<file path="src/rtl/vec_enc_serializer.sv">
// Multi-hot to index serializer: latches one request vector and emits the index
// of each set bit, lowest first, one per output handshake.
module vec_enc_serializer #(
   parameter int N = 16,
   parameter int W = 4
) (
   input  logic         clk,
   input  logic         rst_n,
   input  logic         in_valid,
   output logic         in_ready,
   input  logic [N-1:0] in_vec,
   output logic         out_valid,
   input  logic         out_ready,
   output logic [W-1:0] out_idx,
   output logic         out_last,
   output logic         busy
);

   // state  | meaning
   // S_IDLE | nothing pending; vector accepted when in_valid
   // S_SEND | pending bits remain; lowest one presented on out_idx
   typedef enum logic {
      S_IDLE = 1'b0,
      S_SEND = 1'b1
   } state_t;

   state_t         r_state;
   state_t         w_state_nxt;
   logic [N-1:0]   r_pend;
   logic [N-1:0]   w_pend_nxt;
   logic [N-1:0]   w_pend_drop;
   logic [W-1:0]   w_low_idx;
   logic           w_single;

   // Clearing the lowest set bit also tells us whether it was the only one.
   assign w_pend_drop = r_pend & (r_pend - N'(1));
   assign w_single    = (r_pend != '0) && (w_pend_drop == '0);
   assign busy        = (r_pend != '0);

   always_comb begin
      w_low_idx = '0;
      for (int i = N - 1; i >= 0; i--) begin
         if (r_pend[i]) begin
            w_low_idx = W'(i);
         end
      end
   end

   always_comb begin
      w_state_nxt = r_state;
      w_pend_nxt  = r_pend;
      in_ready    = 1'b0;
      out_valid   = 1'b0;
      out_idx     = '0;
      out_last    = 1'b0;
      case (r_state)
         S_IDLE: begin
            in_ready = 1'b1;
            if (in_valid) begin
               w_pend_nxt = in_vec;
               if (in_vec != '0) begin
                  w_state_nxt = S_SEND;
               end
            end
         end
         S_SEND: begin
            out_valid = 1'b1;
            out_idx   = w_low_idx;
            out_last  = w_single;
            if (out_ready) begin
               w_pend_nxt = w_pend_drop;
               if (w_single) begin
                  w_state_nxt = S_IDLE;
               end
            end
         end
         default: begin
            w_state_nxt = S_IDLE;
            w_pend_nxt  = '0;
         end
      endcase
   end

   always_ff @(posedge clk or negedge rst_n) begin
      if (!rst_n) begin
         r_state <= S_IDLE;
         r_pend  <= '0;
      end else begin
         r_state <= w_state_nxt;
         r_pend  <= w_pend_nxt;
      end
   end

endmodule

</file>
<file path="config.mk">
export PLATFORM = sky130hd
export DESIGN_NAME = vec_enc_serializer
export DESIGN_NICKNAME = d
export VERILOG_FILES = /design/src/rtl/vec_enc_serializer.sv
export SDC_FILE = /design/constraint.sdc
export NUM_CORES = 1
export LEC_CHECK = 0
export CORE_MARGIN = 5
export CORE_UTILIZATION = 54
export DETAILED_ROUTE_END_ITERATION = 10
export PLACE_DENSITY = 0.85
export SYNTH_ARGS = -nofsm -noshare
export SYNTH_HDL_FRONTEND = slang
export SYNTH_SLANG_ARGS = --single-unit
</file>
<file path="constraint.sdc">
create_clock -name clk -period 6.1 [get_ports clk]
set_input_delay 1.22 -clock clk [delete_from_list [all_inputs] [get_ports clk]]
set_output_delay 1.22 -clock clk [all_outputs]
set_load 0.01 [all_outputs]
</file>
==> qor.yml <==
outcome: "complete, no violations"
via_per_inst: 6.68
io_buffers: 27
die_height_microns: 58.3
grt_pass1_vias: 1218
holdWs_ns: 0.650
place_congestion: 0.907
drv_cap: 0
final_cell_mix: "clkdlybuf4s50_1 (27), o21ai_0 (19), dfrtp_1 (17)"
worstSetupPathType: "reg -> out"
setup_viol: 0
syn-num-nets: 162
fp.dieArea_sq_um: 3400
drtAntennaViolNets: 0
synth.area.top_cells: "dfrtp_1 (34%), mux2i_1 (7.9%), o21ai_0 (7.5%)"
rsz0062_at_grt: "no"
min_to: "r_pend[15]$_DFFE_PN0P_"
grt_remaining_overflow: 0
final_common_cell: "clkdlybuf4s50_1"
setup_ws_ns: 1.94
cts_max_level: 1
pin_count: 28
cts_sinks: 17
min_path_cells: 2
finalCritPeriodShare_pct: 68.2
reg2reg_setup_slack_ns: 3.82
p_per_area_nw_per_um2: 489
grt_antenna_before_repair: 0
core_area_sq_um: 2210
p_leak_nw: 0.640
critPathLaunchType: "register"
wl_per_cell_microns: 18.0
grt_max_degree: 35
required_ns: 4.88
fin_nets: 184
cts_inserted_buffers: 3
cts-root-buf: "clkbuf_4"
min_period_ns: 4.16
clk_latency_ns: 0.29
cts_setup_buffers: 0
nFillCells: 183
grt_pass1_wl_microns: 5740
hp-class: "reg -> reg"
fin_worst_skew_ns: 0.00264
cts_buffer_depth: 2
drt-initial-drc-count: 70
final_util_pct: 69.6
layout-drive-gt1-share_pct: 6.13
regToRegEndpoint: "r_state$_DFF_PN0_"
synthDistinctLibCells: 40
post_cts_resized: 0
drv_slew: 0
worst_r2r_path_depth: 5
grt_util_all_layers_pct: 21.3
yosys_warnings: 0
fmax_mhz: 240
rows: 17
dp_slack_ns: 2.31
ir_drop_uv: 292
tightest_slew_ns: 0.905
area_delta_synth_final_pct: 22.0
vias: 1276
synth_area_sq_um: 1260
dpl.hpwl_microns: 2500
synth_seq_cells: 17
min_from: "r_pend[15]$_DFFE_PN0P_"
setup_tns_ns: 0
totalWireLength_microns: 3440
fin_total_pwr_mw: 0.752
cp_max_fo: 34
final-hold-violation-count: 0
cp-startpoint: "r_state$_DFF_PN0_"
drt_pre_antenna_iters: 5
start_util_pct: 57.0
antennaDiodeCount: 0
syn_avg_cell_area_sq_um: 8.88
max_slew_margin_pct: 39.7
synth.top_cell.area_share_pct: 33.7
cts_tree: "built"
worstPathArrival_ns: 2.94
r2r-start: "r_state$_DFF_PN0_"
drcViolationCount: 0
critPathCaptureType: "output pin"
die_x_microns: 58.3
cts_hold_buf: 0
yosysSeqAreaShare_pct: 33.7
synth_top_area_cell: "dfrtp_1"
synthCells: 142
clkTransAtPathRegs_ns: 0.10
-- where the power goes --
| part | leakage [nW] | switching (mW) | total, mW | internal [mW] |
|---|---|---|---|---|
| Combinational | 0.403 | 0.220 | 0.451 | 0.231 |
| Sequential | 0.222 | 0.0899 | 0.238 | 0.148 |
| Clock | 0.0150 | 0.0377 | 0.0631 | 0.0254 |
-- sequential cells by signal (all words and copies together), names as in the netlist --
register,count
r_pend,16
r_state,1
-- worst max path at each step --
stage               slack (ns)  cells after the start       end
finish                    1.94                      5  out_last
global route              1.67                      5  out_last
CTS                       1.96                      5  out_last
detailed placement        2.31                      5  out_last
global placement          2.41                      5  out_last
floorplan                 3.07                      6  out_last
-- cells in the mapped netlist --
library cell and count:
buf_6 2, mux2i_1 10, o21ai_0 19, o41ai_1 2
dfrtp_1 17, nor4_1 5, clkbuf_1 7, a22o_1 6
nor4_2 1, o211ai_1 4, nor3_1 2, nor2_1 11
buf_2 1, o31ai_1 2, o311ai_1 1, and3_1 1
o311ai_0 2, nand2_1 6, nor2b_1 4, nand4_1 4
or4_1 1, maj3_2 2, or3_1 2, nand2b_4 1
a211oi_1 2, o21bai_1 2, o31a_1 1, a2111o_1 1
a2111oi_0 1, inv_1 3, and4_1 1, or2_1 1
o21ai_1 1, a21oi_1 7, or2_2 1, a221oi_1 1
o21a_1 1, o211a_1 1, nand3_1 3, nor4_4 2
-- stage by stage --
step	cells	instance area (sq um)
2_1_floorplan	142	1260
3_3_place_gp	187	1510
3_5_place_dp	187	1510
4_1_cts	191	1540
5_1_grt	191	1540
6_report	191	1540
-- final cells by class --
type | instances | area (sq um) | area share [%]
multi-input combinational | 112 | 771 | 50.1
sequential | 17 | 425 | 27.6
tap | 28 | 35.0 | 2.28
clock buffer | 4 | 26.3 | 1.71
inverter | 3 | 11.3 | 0.732
timing repair buffer | 27 | 270 | 17.6
-- layer usage --
metal / up-vias / wire, microns / share of wire, % / track usage (%)
met4: 0 / 59 / 1.7 / 6.62
met5: - / 0 / 0 / 0
li1: 597 / - / - / -
met3: 10 / 284 / 8.2 / 3.73
met1: 593 / 1440 / 42 / 28.5
met2: 76 / 1660 / 48 / 34.9
-- worst max-delay path, stage by stage (launching register included) --
cell and delay (ns):
dfrtp_1 0.95, inv_1 0.30, a221oi_1 0.28, nand4_1 0.19, nor4_4 0.33, clkdlybuf4s50_1 0.58
-- cells by family after synthesis --
family | count (synthesis) | share of synthesized area [%]
simple gates | 46 | 22.7
compound gates | 54 | 28.7
fa+ha+maj | 2 | 1.79
flops | 17 | 33.7
buf+inv | 13 | 5.16
mux | 10 | 7.94
(Power assumes the default switching activity.)
